$ cat src/rtl/sub_64bit_seq_pkg.sv
// Shared definitions for the iterative 64-bit subtractor.
//   - SUB64_CHUNK_LEGAL(c): true when c is a legal chunk width (1..64, power of two)
//   - state_e             : FSM encodings IDLE/RUN/DONE
//   - CC_ZF/CC_SF/CC_OF   : bit positions in the Y86 condition-code register
`ifndef SUB_64BIT_SEQ_PKG_SV
`define SUB_64BIT_SEQ_PKG_SV

`define SUB64_CHUNK_LEGAL(c) (((c) == 1) || ((c) == 2) || ((c) == 4) || ((c) == 8) || \
                              ((c) == 16) || ((c) == 32) || ((c) == 64))

package sub_64bit_seq_pkg;

  localparam int WIDTH = 64;

  typedef enum logic [1:0] {
    IDLE = 2'd0,
    RUN  = 2'd1,
    DONE = 2'd2
  } state_e;

  // Y86 condition-code register layout.
  localparam int CC_ZF = 0;
  localparam int CC_SF = 1;
  localparam int CC_OF = 2;
  localparam int CC_W  = 3;

endpackage

`endif

$ cat src/rtl/sub_64bit_seq_if.sv
// Request/result bundle of the iterative subtractor.
//   master: drives start, a, b; observes busy, done, diff and flags (requester side)
//   slave : the subtractor itself
interface sub_64bit_seq_if;
  logic        start;
  logic [63:0] a;
  logic [63:0] b;
  logic        busy;
  logic        done;
  logic [63:0] diff;
  logic        overflow;
  logic        zf;
  logic        sf;
  logic        borrow;

  modport master (
    output start, a, b,
    input  busy, done, diff, overflow, zf, sf, borrow
  );

  modport slave (
    input  start, a, b,
    output busy, done, diff, overflow, zf, sf, borrow
  );
endinterface

$ cat src/rtl/sub_64bit_seq_sub_chunk.sv
// Combinational CHUNK-wide subtract slice: sum = x + ~y + cin, cout = carry-out.
// Built as a ripple chain of the 1-bit full_adder cell.
//   x, y : chunk operands (y is inverted internally)
//   cin  : carry into bit 0 (1 for the first chunk of a subtraction)
//   sum  : chunk result, cout : carry out of the top bit

module full_adder (
  input  logic a,
  input  logic b,
  input  logic cin,
  output logic s,
  output logic cout
);
  assign s    = a ^ b ^ cin;
  assign cout = (a & b) | (cin & (a ^ b));
endmodule

module sub_chunk #(
  parameter int CHUNK = 16
) (
  input  logic [CHUNK-1:0] x,
  input  logic [CHUNK-1:0] y,
  input  logic             cin,
  output logic [CHUNK-1:0] sum,
  output logic             cout
);
  logic [CHUNK:0] c;

  assign c[0] = cin;

  for (genvar i = 0; i < CHUNK; i++) begin : g_fa
    full_adder u_fa (
      .a   (x[i]),
      .b   (~y[i]),
      .cin (c[i]),
      .s   (sum[i]),
      .cout(c[i+1])
    );
  end

  assign cout = c[CHUNK];
endmodule

$ cat src/rtl/sub_64bit_seq.sv
// Multi-cycle 64-bit subtractor: diff = a - b, CHUNK bits per clock, LSB chunk first.
// Ports:
//   clk : rising-edge clock
//   rst : synchronous, active-high reset (aborts any operation in flight)
//   bus : slave side of sub_64bit_seq_if (start/a/b in; busy/done/diff/flags out)
// Results and flags change only on the edge that finishes an operation.
module sub_64bit_seq
  import sub_64bit_seq_pkg::*;
#(
  parameter int CHUNK = 16
) (
  input logic              clk,
  input logic              rst,
  sub_64bit_seq_if.slave   bus
);

  localparam int NCHUNK = WIDTH / CHUNK;
  localparam int IDX_W  = (NCHUNK > 1) ? $clog2(NCHUNK) : 1;

  if (!(`SUB64_CHUNK_LEGAL(CHUNK))) begin : g_chunk_check
    $error("sub_64bit_seq: CHUNK must be 1, 2, 4, 8, 16, 32 or 64");
  end

  state_e             state_q, state_d;
  logic [WIDTH-1:0]   op_a_q, op_a_d;
  logic [WIDTH-1:0]   op_b_q, op_b_d;
  logic [WIDTH-1:0]   work_q, work_d;
  logic               carry_q, carry_d;
  logic [IDX_W-1:0]   idx_q, idx_d;
  logic [WIDTH-1:0]   diff_q, diff_d;
  logic [CC_W-1:0]    cc_q, cc_d;
  logic               borrow_q, borrow_d;
  logic               busy_q, busy_d;
  logic               done_q, done_d;

  int                 lo;
  logic [CHUNK-1:0]   sum_chunk;
  logic               cout_chunk;

  assign lo = int'(idx_q) * CHUNK;

  sub_chunk #(.CHUNK(CHUNK)) u_sub_chunk (
    .x   (op_a_q[lo +: CHUNK]),
    .y   (op_b_q[lo +: CHUNK]),
    .cin (carry_q),
    .sum (sum_chunk),
    .cout(cout_chunk)
  );

  always_comb begin
    // NOTE: every target gets its hold value first so no path leaves it unassigned (no latches).
    state_d  = state_q;
    op_a_d   = op_a_q;
    op_b_d   = op_b_q;
    work_d   = work_q;
    carry_d  = carry_q;
    idx_d    = idx_q;
    diff_d   = diff_q;
    cc_d     = cc_q;
    borrow_d = borrow_q;

    unique case (state_q)
      IDLE, DONE: begin
        if (bus.start) begin
          op_a_d  = bus.a;
          op_b_d  = bus.b;
          carry_d = 1'b1;   // +1 of the two's-complement negation of b
          idx_d   = '0;
          work_d  = '0;
          state_d = RUN;
        end else begin
          state_d = IDLE;
        end
      end
      RUN: begin
        work_d[lo +: CHUNK] = sum_chunk;
        carry_d             = cout_chunk;
        idx_d               = idx_q + IDX_W'(1);
        if (idx_q == IDX_W'(NCHUNK - 1)) begin
          // Publish from work_d so the final chunk is included on this same edge.
          diff_d        = work_d;
          cc_d[CC_ZF]   = ~|work_d;
          cc_d[CC_SF]   = work_d[WIDTH-1];
          cc_d[CC_OF]   = (op_a_q[WIDTH-1] != op_b_q[WIDTH-1]) &
                          (work_d[WIDTH-1] != op_a_q[WIDTH-1]);
          borrow_d      = ~cout_chunk;
          idx_d         = '0;
          state_d       = DONE;
        end
      end
      default: state_d = IDLE;
    endcase

    busy_d = (state_d == RUN);
    done_d = (state_d == DONE);
  end

  always_ff @(posedge clk) begin
    if (rst) begin
      // NOTE: working registers are cleared too, so an aborted operation leaves nothing behind.
      state_q  <= IDLE;
      op_a_q   <= '0;
      op_b_q   <= '0;
      work_q   <= '0;
      carry_q  <= 1'b0;
      idx_q    <= '0;
      diff_q   <= '0;
      cc_q     <= '0;
      borrow_q <= 1'b0;
      busy_q   <= 1'b0;
      done_q   <= 1'b0;
    end else begin
      // NOTE: non-blocking so every flop samples the pre-edge value of the others.
      state_q  <= state_d;
      op_a_q   <= op_a_d;
      op_b_q   <= op_b_d;
      work_q   <= work_d;
      carry_q  <= carry_d;
      idx_q    <= idx_d;
      diff_q   <= diff_d;
      cc_q     <= cc_d;
      borrow_q <= borrow_d;
      busy_q   <= busy_d;
      done_q   <= done_d;
    end
  end

  assign bus.busy     = busy_q;
  assign bus.done     = done_q;
  assign bus.diff     = diff_q;
  assign bus.zf       = cc_q[CC_ZF];
  assign bus.sf       = cc_q[CC_SF];
  assign bus.overflow = cc_q[CC_OF];
  assign bus.borrow   = borrow_q;

endmodule

$ cat src/flat_wrapper.sv
// flat-port wrapper written by rule: the top's interface ports become plain ports
module sub_64bit_seq_flat import sub_64bit_seq_pkg::*;
#(
  parameter int CHUNK = 16
)
  (clk, rst, bus_start, bus_a, bus_b, bus_busy, bus_done, bus_diff, bus_overflow, bus_zf, bus_sf, bus_borrow);
  sub_64bit_seq_if bus_i ();
  input logic clk;
  input logic rst;
  input wire logic [$bits(bus_i.start)-1:0] bus_start;
  input wire logic [$bits(bus_i.a)-1:0] bus_a;
  input wire logic [$bits(bus_i.b)-1:0] bus_b;
  output wire logic [$bits(bus_i.busy)-1:0] bus_busy;
  output wire logic [$bits(bus_i.done)-1:0] bus_done;
  output wire logic [$bits(bus_i.diff)-1:0] bus_diff;
  output wire logic [$bits(bus_i.overflow)-1:0] bus_overflow;
  output wire logic [$bits(bus_i.zf)-1:0] bus_zf;
  output wire logic [$bits(bus_i.sf)-1:0] bus_sf;
  output wire logic [$bits(bus_i.borrow)-1:0] bus_borrow;
  assign bus_i.start = bus_start;
  assign bus_i.a = bus_a;
  assign bus_i.b = bus_b;
  assign bus_busy = bus_i.busy;
  assign bus_done = bus_i.done;
  assign bus_diff = bus_i.diff;
  assign bus_overflow = bus_i.overflow;
  assign bus_zf = bus_i.zf;
  assign bus_sf = bus_i.sf;
  assign bus_borrow = bus_i.borrow;
  sub_64bit_seq #(.CHUNK(CHUNK)) u_core (.clk(clk), .rst(rst), .bus(bus_i));
endmodule
$ cat config.mk
export PLATFORM = sky130hd
export DESIGN_NAME = sub_64bit_seq_flat
export DESIGN_NICKNAME = d
export VERILOG_FILES = /design/src/rtl/sub_64bit_seq_pkg.sv /design/src/rtl/sub_64bit_seq_if.sv /design/src/rtl/sub_64bit_seq_sub_chunk.sv /design/src/rtl/sub_64bit_seq.sv /design/src/flat_wrapper.sv
export SDC_FILE = /design/constraint.sdc
export NUM_CORES = 1
export LEC_CHECK = 0
export CAP_MARGIN = 0
export CORE_ASPECT_RATIO = 0.75
export CORE_MARGIN = 2
export CORE_UTILIZATION = 60
export DETAILED_ROUTE_END_ITERATION = 7
export DONT_BUFFER_PORTS = 1
export PLACE_DENSITY = 0.82
export REMOVE_ABC_BUFFERS = 1
export SLEW_MARGIN = 20
export SYNTH_ARGS = -nofsm -noshare
export SYNTH_HDL_FRONTEND = slang
export SYNTH_SLANG_ARGS = --single-unit
$ cat constraint.sdc
create_clock -name clk -period 12.16 [get_ports clk]
set_clock_uncertainty 0.1 [all_clocks]
set_input_delay 2.432 -clock clk [delete_from_list [all_inputs] [get_ports clk]]
set_output_delay 2.432 -clock clk [all_outputs]
set_load 0.05 [all_outputs]
Word level (Yosys, flattened, before mapping)
Index checks and enable logic that the tools add are counted.
- register bits after elaboration: 267
- latch bits: 0
- RAM bits: 0
- memories kept: 0
- output and inout bits: 70
- bits in read-only memories: 0
- order comparisons: 0
- div/mod/pow operators: 0
- eq/ne operators: 8
- add/sub/neg operators: 2
- shifts and indexed selects: 4
- bitwise gates (word level): 98
- reduce and logical (&&, ||, !) cells: 8
- multipliers: 0
- multiplexer cells: 11
- operators with widths (operator ; number):
    case mux 64 bit (2 select lines) ; 1
    indexed part select 64 x 7 -> 16 bit ; 2
    bitwise mux 64 bit ; 1
    two-way mux 64 bit ; 1
    OR reduction 64 bit ; 1
    variable shift 16 x 33 -> 64 bit (first input constant) ; 1
    indexed part select 16 x 33 -> 64 bit ; 1
    AND 1 bit ; 33
    negation 6 -> 33 bit ; 1
    XOR 1 bit ; 32
    NOT 1 bit ; 17
    OR 1 bit ; 16
    case mux 2 bit (2 select lines) ; 2
    equality test 2 bit (second input constant) ; 3
    two-way mux 2 bit ; 3
    AND reduction 2 bit ; 3
    equality test 2 x 1 -> 1 bit (second input constant) ; 2
    adder 2 x 1 -> 2 bit (second input constant) ; 1
    logical NOT 2 bit ; 1
    two-way mux 1 bit ; 2
    inequality test 1 bit ; 2
    inequality test 2 bit (second input constant) ; 1
    case mux 1 bit (2 select lines) ; 1
    nonzero test 2 bit ; 1
    other kinds (2) ; 2

Longest topological paths before layout
Gate-level depths: netlist of run 1.
- word-level depth: 38
- depth in mapped cells: 27
- mapped depth without buffers: 25

By module
Synthesis of run 1 repeated with hierarchy kept, for this count alone.
- cells, all modules: 1289
- area, all modules: 11159.5 sq um
- by module, submodules not included (module ; instances ; cells an instance ; sequential area each (sq um) ; area each (sq um)):
    sub_64bit_seq ; 1 ; 1257 ; 5325.1 ; 10779.1
    full_adder ; 16 ; 1 ; 0.0 ; 20.0
    sub_chunk ; 1 ; 16 ; 0.0 ; 60.1

Least setup slack after synthesis of run 1
No wires, ideal clock.
- path type: register to register
- from: reg u_core.idx_q[0]
- to: reg u_core.cc_q[0]
- library setup time: 0.061 ns
- path buffers: 2
- path slack: 3.434 ns
- arrival time: 8.564 ns
- stages on the path, launching flop included: 26
- data required time: 11.999 ns
- cells stage by stage: dfxtp_1 buf_4 buf_2 mux4_2 fa_1 fa_1 fa_1 fa_1 fa_1 fa_1 fa_1 fa_1 fa_1 fa_1 fa_1 fa_1 fa_1 inv_1 fa_1 inv_1 fa_1 fa_1 a22o_1 a2111o_1 nor4_1 a32o_1
- longest elaborated chain between the ends: 38
- elaborated cells on any way between the ends: 103
- ends and longest elaborated chain (what ; line ; text):
    start: declaration ; sub_64bit_seq.sv:29 ; logic [IDX_W-1:0] idx_q, idx_d;
    start signal: assignment ; sub_64bit_seq.sv:119 ; idx_q <= idx_d;
    indexed part select 64 x 7 -> 16 bit ; sub_64bit_seq.sv:44 ; .y (op_b_q[lo +: CHUNK]),
    NOT 1 bit ; sub_64bit_seq_sub_chunk.sv:34 ; .b (~y[i]),
    XOR 1 bit ; sub_64bit_seq_sub_chunk.sv:14, sub_64bit_seq_sub_chunk.sv:15 ;
    AND 1 bit ; sub_64bit_seq_sub_chunk.sv:15 ; assign cout = (a & b) | (cin & (a ^ b));
    OR 1 bit ; sub_64bit_seq_sub_chunk.sv:15 ;
    AND 1 bit ; sub_64bit_seq_sub_chunk.sv:15 ;
    OR 1 bit ; sub_64bit_seq_sub_chunk.sv:15 ;
    AND 1 bit ; sub_64bit_seq_sub_chunk.sv:15 ;
    [22 not listed] ; n/a ;
    OR 1 bit ; sub_64bit_seq_sub_chunk.sv:15 ;
    AND 1 bit ; sub_64bit_seq_sub_chunk.sv:15 ;
    OR 1 bit ; sub_64bit_seq_sub_chunk.sv:15 ;
    XOR 1 bit ; sub_64bit_seq_sub_chunk.sv:14 ; assign s = a ^ b ^ cin;
    indexed part select 16 x 33 -> 64 bit ; sub_64bit_seq.sv:76 ; work_d[lo +: CHUNK] = sum_chunk;
    bitwise mux 64 bit ; sub_64bit_seq.sv:76 ;
    OR reduction 64 bit ; sub_64bit_seq.sv:82 ; cc_d[CC_ZF] = ~|work_d;
    logical NOT 1 bit ; sub_64bit_seq.sv:82 ;
    end signal: assignment ; sub_64bit_seq.sv:108 ; cc_q <= '0;
    end signal: assignment ; sub_64bit_seq.sv:121 ; cc_q <= cc_d;
    end: declaration ; sub_64bit_seq.sv:31 ; logic [CC_W-1:0] cc_q, cc_d;
Parallel ways exist; a longest one is shown, timed or not.
A chain may end at the register's enable or synchronous reset.

Final worst setup path of run 1
Ends and elaborated chain as after synthesis.

==> summary.txt, run 1 <==
Min Tclk post-route - 9.12 ns
CTS tree - built
CP arrival - 9.49 ns
Post-synthesis compound-gate area fraction - 0.175
Seq/Total Area, Yosys - 0.473
Boundary Pins - 201
Layout cell share with drive strength beyond 1 - 0.0723
Syn Std Cell Area - 11200 um2
Reg2Reg Launch Point - u_core.idx_q[0]
Worst setup endpoint - u_core.cc_q[0]
Post-DP HPWL - 18300 um
RSZ-0062 raised after global routing - no
Die H - 123 um
FF+latch count, synth - 266
Post-DR vias/cell - 6.03
Part of the cycle the worst path needs - 0.750
Worst-Skew Late Latency - 0.53 ns
Relative slew slack - 0.281
H-tree Lvls - 1
Post-synth EDFFs - 0
DRC Markers - 0
First-pass GRT wire length - 43800 um
WL per Instance - 18.5 um
Initial antenna violation count - 0
Worst reg-to-reg path cell count - 25
Netlist cell types - 47
Cts bufs inserted - 25
Area grow syn2layout - 7.32%
Clock tree sinks - 266
CP Launch Point - u_core.idx_q[0]
Die area - 19900 um2
Static leakage - 4.24 nW
Critical path class - register to register
Max cap viols - 0
Worst slew pin tran - 1.08 ns
Avg Cell Area, Syn - 8.39 um2
Reg2Reg Capture Point - u_core.cc_q[0]
Mux cell area share after synthesis - 0.0641
Vias in the first global route - 8400
Ys Warns - 0
VDD IR-drop max - 0.132 mV
Clk buf depth - 3
Ys async rst share - 0
Clk pin slew, worst setup/hold paths - 0.07 ns
Critical path fanouts, max - 45
Nets - 1421
DRT antenna net count - 0
Critical Path Sink Type - register
# diodes - 0
Post-Synth Simple-Gate Area - 0.203
Hold buffers post-CTS - 0
Post-Synth Adder-Cell Area - 0.0352
Cts repair resizes - 0
Total track usage - 0.277
FP Rows - 43
Die Width - 162 um
Endpoints failing hold - 0
Post-synth top flop - dfxtp_1
Setup TNS - 0 ns
Fin. max-slew vios - 0
Grt ovf - 0
Status - completed
WP data required - 12.53 ns
Routability Congestion - 0.855
Final setup violation count - 0
Largest net degree at the start of global routing - 265
Via count - 9247
Initial core utilization - 0.610
Core area - 18500 um2
Worst reg2reg setup slack - 3.04 ns
Hold Path Class - register to register
Setup Slack @ Placement - 3.09 ns
FMAX - 0.110 GHz
DRT Pass-1 Iters - 5
CTS root buffer - clkbuf_16
Post-synthesis cell count - 1341
Wirelength, routed - 28300 um
Largest family of logic cells by synthesized area - simple AND/OR/NAND/NOR gates
Total setup buffers inserted after CTS - 0
IO Port Bufs - 0
Power Density - 168 nW/um2
Final WS setup - 3.04 ns
Fraction of synthesized cell area in xor and xnor cells - 0
Drt initial violations - 1047
Setup crit start kind - register
[through the flow]
step	cell area [um2]	instances	hold slack [ns]	util	total power [mW]
final	12100	1533	0.348	0.654	2.02
after global routing	12100	1533	0.370	0.654	2.09
after CTS	12100	1533	0.349	0.654	2.02
after detailed placement	11200	1488	0.341	0.609	1.23
after global placement	11200	1488	0.335	0.609	1.23
after floorplan	10800	1233	0.325	-	1.13
[synthesized netlist by cell type (2+ instances only)]
master	count	area (um2)
buf_4	2	15.0
nand4_1	6	37.5
nor3_1	28	140
nand2b_1	3	18.8
o21ai_0	16	80.1
a211oi_1	41	308
or4_1	2	15.0
ha_1	6	75.1
a31oi_1	5	31.3
nand2_1	276	1040
and4b_1	2	20.0
buf_1	11	41.3
nor3b_1	3	22.5
a22o_1	8	70.1
a2bb2oi_1	4	35.0
a21oi_1	179	896
nor4_1	7	43.8
dfxtp_1	266	5330
nor4bb_1	4	40.0
o2bb2ai_1	4	35.0
mux4_2	32	721
and3_1	5	31.3
a22oi_1	49	368
nor2b_1	8	50.1
and4bb_2	2	25.0
inv_1	35	131
a31o_1	2	17.5
clkbuf_1	86	323
a221oi_1	2	17.5
o21bai_1	2	15.0
buf_2	9	45.0
nor2_1	205	769
fa_1	16	320
a41oi_1	2	17.5
[metal layers]
layer / global-route usage / up-vias / share of wire
li1: - / 4436 / -
met1: 0.378 / 4319 / 0.42
met2: 0.434 / 434 / 0.45
met3: 0.0811 / 58 / 0.10
met4: 0.0713 / 0 / 0.024
met5: 0 / - / 0
[area by class of cell]
| class | instances | area (um2) |
|---|---|---|
| Multi-Input combinational cell | 932 | 5400 |
| Inverter | 35 | 131 |
| Clock inverter | 11 | 140 |
| Timing Repair Buffer | 8 | 60.1 |
| Sequential cell | 266 | 5330 |
| Clock buffer | 34 | 699 |
| Tap cell | 247 | 309 |
| Fill cell | 1544 | 6380 |
[logic make-up (layout without fill, tap and decap cells)]
logic type      count (synthesis)  count (layout)
compound gates                322             322
fa+ha+maj                      22              22
buf+inv                       143              88
flops                         266             266
mux                            32              32
simple gates                  556             556
[report_power, final]
part	total, mW	switching (mW)	internal (mW)
clock	0.803	0.335	0.468
sequential	0.924	0.0204	0.904
combinational	0.296	0.197	0.0987
[sequential cells by signal (all words and copies together) (netlist names), 2 cells and up]
register	cells
u_core.op_a_q	64
u_core.op_b_q	64
u_core.work_q	64
u_core.bus.diff	63
u_core.cc_q	3
u_core.idx_q	2
u_core.state_q	2
[worst min path at each step]
stage	start	endpoint	slack, ns	cells past startpoint
detailed placement	u_core.op_b_q[60]	u_core.op_b_q[60]	0.34	2
global placement	u_core.op_a_q[21]	u_core.op_a_q[21]	0.34	2
finish	u_core.op_b_q[43]	u_core.op_b_q[43]	0.35	2
floorplan	u_core.state_q[1]	u_core.bus.done	0.33	1
CTS	u_core.op_b_q[60]	u_core.op_b_q[60]	0.35	2
global route	u_core.op_b_q[6]	u_core.op_b_q[6]	0.37	2
[cells in the final DEF, fill, tap and decap left out, types with 6 or more instances in the layout]
cell | Yosys | final
inv_1 | 35 | 35
dfxtp_1 | 266 | 264
o21ai_0 | 16 | 16
a211oi_1 | 41 | 41
a21oi_1 | 179 | 179
nor3_1 | 28 | 28
nor4_1 | 7 | 7
clkbuf_16 | 0 | 25
ha_1 | 6 | 6
nand4_1 | 6 | 6
nand2_1 | 276 | 276
a22o_1 | 8 | 8
fa_1 | 16 | 16
mux4_2 | 32 | 32
buf_4 | 2 | 8
a22oi_1 | 49 | 49
nor2b_1 | 8 | 6
nor2_1 | 205 | 204
[worst max-delay path: stages, from the launching register on]
cell	delay (ns)
dfxtp_2	0.35
buf_4	0.62
mux4_2	0.37
inv_1	0.05
fa_1	0.37
fa_1	0.40
fa_1	0.41
fa_1	0.41
fa_1	0.42
fa_1	0.40
fa_1	0.43
fa_1	0.40
fa_1	0.39
fa_1	0.39
fa_1	0.38
fa_1	0.39
fa_1	0.37
inv_1	0.08
fa_1	0.17
inv_1	0.05
fa_1	0.37
fa_1	0.54
a22o_1	0.32
a2111o_1	0.38
nor4_1	0.32
a32o_1	0.16
No activity file was read; power rests on OpenSTA's default activity.
==> run 2, diff against run 1 <==
==> constraint.sdc (replaced) <==
create_clock -name clk -period 9.5 [get_ports clk]
set_clock_uncertainty 0.1 [all_clocks]
set_input_delay 1.9 -clock clk [delete_from_list [all_inputs] [get_ports clk]]
set_output_delay 1.9 -clock clk [all_outputs]
set_load 0.05 [all_outputs]
==> run 2 against run 1 <==
Effect of this change:
- clock-buffer cell count decreased by 2
- non-clock buffer count increased by 1
- clock power increased by 42%
- final area increased by 1.1%
- combinational power increased by 31%
- critical endpoint unchanged
- largest power group unchanged
- highest routed layer unchanged
==> summary.txt, run 2 (same netlist as run 1, synthesis figures left out) <==
Initial antenna violation count - 0 (unchanged)
Area grow syn2layout - 8.54% (was 7.32%)
Clock share of power - 0.420 (was 0.397)
CP Depth - 25 (unchanged)
DRT antenna net count - 0 (unchanged)
Total track usage - 0.283 (was 0.277)
Worst reg-to-reg path cell count - 25 (unchanged)
Nets - 1423 (was 1421)
Drt initial violations - 964 (was 1047)
WL per Instance - 18.9 um (was 18.5 um)
Layout cell share with drive strength beyond 1 - 0.0767 (was 0.0723)
Clock tree sinks - 266 (unchanged)
# diodes - 0 (unchanged)
Endpoints failing hold - 0 (unchanged)
Most common cell after layout, fill and taps aside - nand2_1 (unchanged)
Die Width - 162 um (unchanged)
Fin. max-slew vios - 0 (unchanged)
Part of the cycle the worst path needs - 0.926 (was 0.750)
Largest regs - u_core.op_a_q: 64 flops, u_core.op_b_q: 64 flops, u_core.work_q: 64 flops (unchanged)
Vias in the first global route - 8711 (was 8400)
Reg2Reg Launch Point - u_core.idx_q[0] (unchanged)
Slowest stage delay, CP - 0.55 ns (was 0.62 ns)
Final setup violation count - 0 (unchanged)
CTS tree - built (unchanged)
Critical Path Sink Type - register (unchanged)
Design Power - 2.71 mW (was 2.02 mW)
Grt ovf - 0 (unchanged)
Die H - 123 um (unchanged)
Placed cell area - 11300 um2 (was 11200 um2)
Cts repair resizes - 0 (unchanged)
Combinational share of power - 0.143 (was 0.146)
Core area - 18500 um2 (unchanged)
FMAX - 0.114 GHz (was 0.110 GHz)
Reg2Reg Capture Point - u_core.cc_q[0] (unchanged)
Boundary Pins - 201 (unchanged)
Hold Path Class - register to register (unchanged)
Slowest CP cell - fa_1 (was buf_4)
Worst path top cell family by delay - adder cells (unchanged)
Hold buffers post-CTS - 0 (unchanged)
Filler cells - 1511 (was 1544)
Power Density - 222 nW/um2 (was 168 nW/um2)
Wirelength, routed - 29000 um (was 28300 um)
DRT Pass-1 Iters - 5 (unchanged)
First-pass GRT wire length - 45100 um (was 43800 um)
Min-delay src - u_core.op_b_q[6] (was u_core.op_b_q[43])
CTS root buffer - clkbuf_16 (unchanged)
Setup crit start kind - register (unchanged)
Sequential share of power - 0.437 (was 0.457)
Critical path class - register to register (unchanged)
Fin area - 12200 um2 (was 12100 um2)
Max cap viols - 0 (unchanged)
CP arrival - 9.17 ns (was 9.49 ns)
Initial core utilization - 0.610 (unchanged)
Relative slew slack - 0.297 (was 0.281)
VDD IR-drop max - 0.160 mV (was 0.132 mV)
Min Tclk post-route - 8.80 ns (was 9.12 ns)
Post-DR vias/cell - 6.08 (was 6.03)
CP Launch Point - u_core.idx_q[0] (unchanged)
DRC Markers - 0 (unchanged)
Status - completed (unchanged)
Worst hold stages - 2 (unchanged)
IO Port Bufs - 0 (unchanged)
Worst reg2reg setup slack - 0.70 ns (was 3.04 ns)
Switching Fraction - 0.269 (was 0.273)
Die area - 19900 um2 (unchanged)
Clk buf depth - 3 (unchanged)
RSZ-0062 raised after global routing - no (unchanged)
Routability Congestion - 0.905 (was 0.855)
Net Sw Power - 0.729 mW (was 0.553 mW)
Static leakage - 4.31 nW (was 4.24 nW)
Critical path fanouts, max - 45 (unchanged)
Cts bufs inserted - 26 (was 25)
Via count - 9347 (was 9247)
Worst-Skew Late Latency - 0.54 ns (was 0.53 ns)
Worst slew pin tran - 1.06 ns (was 1.08 ns)
Most frequent cells in the layout - nand2_1, dfxtp_1, nor2_1 (unchanged)
WP data required - 9.87 ns (was 12.53 ns)
H-tree Lvls - 1 (unchanged)
Buf/Inv on CP - 4 (unchanged)
FP Rows - 43 (unchanged)
Clk pin slew, worst setup/hold paths - 0.07 ns (about the same)
Internal power - 1.98 mW (was 1.47 mW)
Critical Path Most Common Cell - fa_1 (unchanged)
Largest net degree at the start of global routing - 265 (unchanged)
Total setup buffers inserted after CTS - 0 (unchanged)
Post-DP HPWL - 18700 um (was 18300 um)
Hold Path End - u_core.op_b_q[6] (was u_core.op_b_q[43])
==> run 2: cell types whose count changed in the layout (fill, tap and decap cells not counted), sizes merged <==
cell,delta
inv,-1
clkinv,+3
bufinv,+3
buf,+1
clkbuf,-2
==> run 2: stage by stage <==
stage          hold slack, ns  utilization  instances  setup slack [ns]  TNS, ns
2_1_floorplan           0.325            -       1233            -0.364   -20.36
3_3_place_gp            0.334        0.610       1489             0.967        0
3_5_place_dp            0.342        0.610       1489             0.781        0
4_1_cts                 0.349        0.661       1537             0.741        0
5_1_grt                 0.360        0.662       1537             0.380        0
6_report                0.351        0.662       1537             0.703        0
==> run 2: how the worst max path moves through the flow <==
stage / to / slack (ns)
final: u_core.cc_q[0] / 0.70
after global routing: u_core.cc_q[0] / 0.38
after CTS: u_core.cc_q[0] / 0.74
after detailed placement: u_core.cc_q[0] / 0.78
after global placement: u_core.cc_q[0] / 0.97
after floorplan: u_core.work_q[62] / -0.36
==> run 2: power groups by stage <==
| stage | registers [mW] | logic, mW | clock network [mW] |
|---|---|---|---|
| floorplan | 1.21 | 0.244 | 0 |
| global placement | 1.21 | 0.365 | 0 |
| detailed placement | 1.21 | 0.374 | 0 |
| CTS | 1.18 | 0.376 | 1.14 |
| global route | 1.19 | 0.412 | 1.20 |
| finish | 1.18 | 0.387 | 1.14 |
==> run 2: layout make-up <==
cell class | instances | area [um2] | share of cell area
inverters | 35 | 131 | 0.0108
clock buffers | 32 | 703 | 0.0576
clock inverters | 16 | 250 | 0.0205
well taps | 247 | 309 | 0.0253
multi-input cells | 932 | 5400 | 0.443
repair buffers | 9 | 83.8 | 0.00687
flip-flops and latches | 266 | 5330 | 0.436
==> run 2: layer usage <==
layer | global-route usage | vias to the layer above | share of wire
met5 | 0 | - | 0
met4 | 0.0741 | 0 | 0.023
met3 | 0.0838 | 53 | 0.10
met2 | 0.432 | 428 | 0.44
met1 | 0.398 | 4430 | 0.43
li1 | - | 4436 | -
==> run 2: worst reg2reg max path, stage by stage, from the launching register on <==
cell	delay [ns]
dfxtp_2	0.37
buf_12	0.30
mux4_2	0.28
inv_1	0.05
fa_1	0.39
fa_1	0.41
fa_1	0.43
fa_1	0.42
fa_1	0.41
fa_1	0.39
fa_1	0.45
fa_1	0.41
fa_1	0.39
fa_1	0.39
fa_1	0.39
fa_1	0.40
fa_1	0.37
inv_1	0.07
fa_1	0.16
inv_1	0.05
fa_1	0.37
fa_1	0.55
a22o_1	0.32
a2111o_1	0.37
nor4_1	0.30
a32o_1	0.16
==> run 3, diff against run 2 <==
--- a/config.mk
+++ b/config.mk
@@ -8,10 +8,10 @@
 export CAP_MARGIN = 0
 export CORE_ASPECT_RATIO = 0.75
 export CORE_MARGIN = 2
-export CORE_UTILIZATION = 60
+export CORE_UTILIZATION = 40
 export DETAILED_ROUTE_END_ITERATION = 7
 export DONT_BUFFER_PORTS = 1
-export PLACE_DENSITY = 0.82
+export PLACE_DENSITY = 0.6
 export REMOVE_ABC_BUFFERS = 1
 export SLEW_MARGIN = 20
 export SYNTH_ARGS = -nofsm -noshare
==> constraint.sdc (replaced) <==
create_clock -name clk -period 9.5 [get_ports clk]
set_clock_uncertainty 0.1 [all_clocks]
set_input_delay 0.95 -clock clk [delete_from_list [all_inputs] [get_ports clk]]
set_output_delay 0.95 -clock clk [all_outputs]
set_load 0.05 [all_outputs]
==> run 3 against run 2 <==
Effect of this change:
- final area increased by 0.86%
- worst setup slack improved by 0.098 ns
- cell count up 7.5%
- critical path type unchanged
- largest cell class unchanged
==> summary.txt, run 3 (same netlist as run 1, synthesis figures left out) <==
Status - completed (unchanged)
First-pass GRT wire length - 48600 um (was 45100 um)
Clk pin slew, worst setup/hold paths - 0.06 ns (was 0.07 ns)
Wirelength, routed - 31300 um (was 29000 um)
Fin. max-slew vios - 0 (unchanged)
DRT Pass-1 Iters - 5 (unchanged)
Setup Slack @ Placement - 0.847 ns (was 0.781 ns)
Worst-Skew Late Latency - 0.54 ns (about the same)
Power Density - 216 nW/um2 (was 222 nW/um2)
Endpoints failing hold - 0 (unchanged)
Cts repair resizes - 0 (unchanged)
Setup TNS - 0 ns (unchanged)
H-tree Lvls - 1 (unchanged)
Vias in the first global route - 8657 (was 8711)
Non-filler cells, final - 1652 (was 1537)
# diodes - 0 (unchanged)
Boundary Pins - 201 (unchanged)
CP arrival - 9.09 ns (was 9.17 ns)
CTS root buffer - clkbuf_16 (unchanged)
CTS tree - built (unchanged)
Total setup buffers inserted after CTS - 0 (unchanged)
DRT antenna net count - 0 (unchanged)
Worst slew pin tran - 1.09 ns (was 1.06 ns)
Initial core utilization - 0.404 (was 0.610)
Layout cell share with drive strength beyond 1 - 0.0780 (was 0.0767)
Hold Path Class - register to register (unchanged)
Min Tclk post-route - 8.70 ns (was 8.80 ns)
Clk buf depth - 3 (unchanged)
Largest regs - u_core.op_a_q: 64 flops, u_core.op_b_q: 64 flops, u_core.work_q: 64 flops (unchanged)
Routability Congestion - 0.821 (was 0.905)
Final setup violation count - 0 (unchanged)
Part of the cycle the worst path needs - 0.916 (was 0.926)
Cts bufs inserted - 27 (was 26)
Post-DR vias/cell - 5.53 (was 6.08)
FMAX - 0.115 GHz (was 0.114 GHz)
Critical path class - register to register (unchanged)
Most common cell after layout, fill and taps aside - nand2_1 (unchanged)
Core area - 27900 um2 (was 18500 um2)
Setup crit start kind - register (unchanged)
Area grow syn2layout - 9.48% (was 8.54%)
WL per Instance - 18.9 um (about the same)
Largest net degree at the start of global routing - 265 (unchanged)
Die H - 149 um (was 123 um)
Dpl cells - 1602 (was 1489)
Grt ovf - 0 (unchanged)
FP Rows - 53 (was 43)
Static leakage - 4.30 nW (was 4.31 nW)
Post-DP HPWL - 20900 um (was 18700 um)
Critical path fanouts, max - 5 (was 45)
Via count - 9134 (was 9347)
VDD IR-drop max - 0.137 mV (was 0.160 mV)
Clock tree sinks - 266 (unchanged)
Die area - 29500 um2 (was 19900 um2)
Critical Path Sink Type - register (unchanged)
RSZ-0062 raised after global routing - no (unchanged)
Initial antenna violation count - 0 (unchanged)
IO Port Bufs - 0 (unchanged)
Nets - 1427 (was 1423)
Relative slew slack - 0.272 (was 0.297)
DRC Markers - 0 (unchanged)
Total track usage - 0.208 (was 0.283)
WP data required - 9.89 ns (was 9.87 ns)
Max cap viols - 0 (unchanged)
Drt initial violations - 771 (was 964)
Hold buffers post-CTS - 0 (unchanged)
Hold slack - 0.350 ns (was 0.351 ns)
Final WS setup - 0.800 ns (was 0.703 ns)
Most frequent cells in the layout - nand2_1, dfxtp_1, nor2_1 (unchanged)
Die Width - 198 um (was 162 um)
run 3: report_power, final:
| group | internal [mW] | leakage (nW) | total, mW | switching [mW] |
|---|---|---|---|---|
| sequential | 1.16 | 2.17 | 1.18 | 0.0267 |
| clock | 0.641 | 0.449 | 1.09 | 0.448 |
| combinational | 0.129 | 1.68 | 0.391 | 0.262 |
run 3: metal layers:
layer | track usage | share of wire | vias up
li1 | - | - | 4442
met1 | 0.296 | 0.45 | 4333
met2 | 0.317 | 0.43 | 318
met3 | 0.0574 | 0.095 | 41
met4 | 0.0421 | 0.020 | 0
met5 | 0 | 0 | -
run 3: worst max-delay path, stage by stage, from the launching register on:
cell,delay [ns]
dfxtp_2,0.41
mux4_2,0.55
fa_1,0.43
fa_1,0.40
fa_1,0.39
fa_1,0.40
fa_1,0.42
fa_1,0.41
fa_1,0.46
fa_1,0.41
fa_1,0.39
fa_1,0.39
fa_1,0.39
fa_1,0.39
fa_1,0.37
inv_1,0.07
fa_1,0.16
inv_1,0.05
fa_1,0.38
fa_1,0.56
a22o_1,0.34
a2111o_1,0.37
nor4_1,0.28
a32o_1,0.15
run 3: path summary, 6_finish.rpt:
path                                        start                end  slack (ns)  cells after the start
worst min-delay path            u_core.op_b_q[18]  u_core.op_b_q[18]        0.35                      2
worst max register to register    u_core.idx_q[0]     u_core.cc_q[0]        0.80                     23
worst min register to register  u_core.op_b_q[18]  u_core.op_b_q[18]        0.35                      2
worst max-delay path              u_core.idx_q[0]     u_core.cc_q[0]        0.80                     23
run 3: cell type report:
class	count	area (um2)
Timing Repair Buffer	12	90.1
Inverter	35	131
Clock inverter	10	113
Multi-Input combinational cell	932	5400
Fill cell	2784	15500
Tap cell	357	447
Clock buffer	40	805
Sequential cell	266	5330
run 3: stage by stage:
stage	power [mW]	utilization	cell area [um2]
global route	2.77	0.442	12300
CTS	2.69	0.442	12300
finish	2.66	0.442	12300
detailed placement	1.59	0.409	11400
global placement	1.59	0.409	11400
floorplan	1.45	-	10800
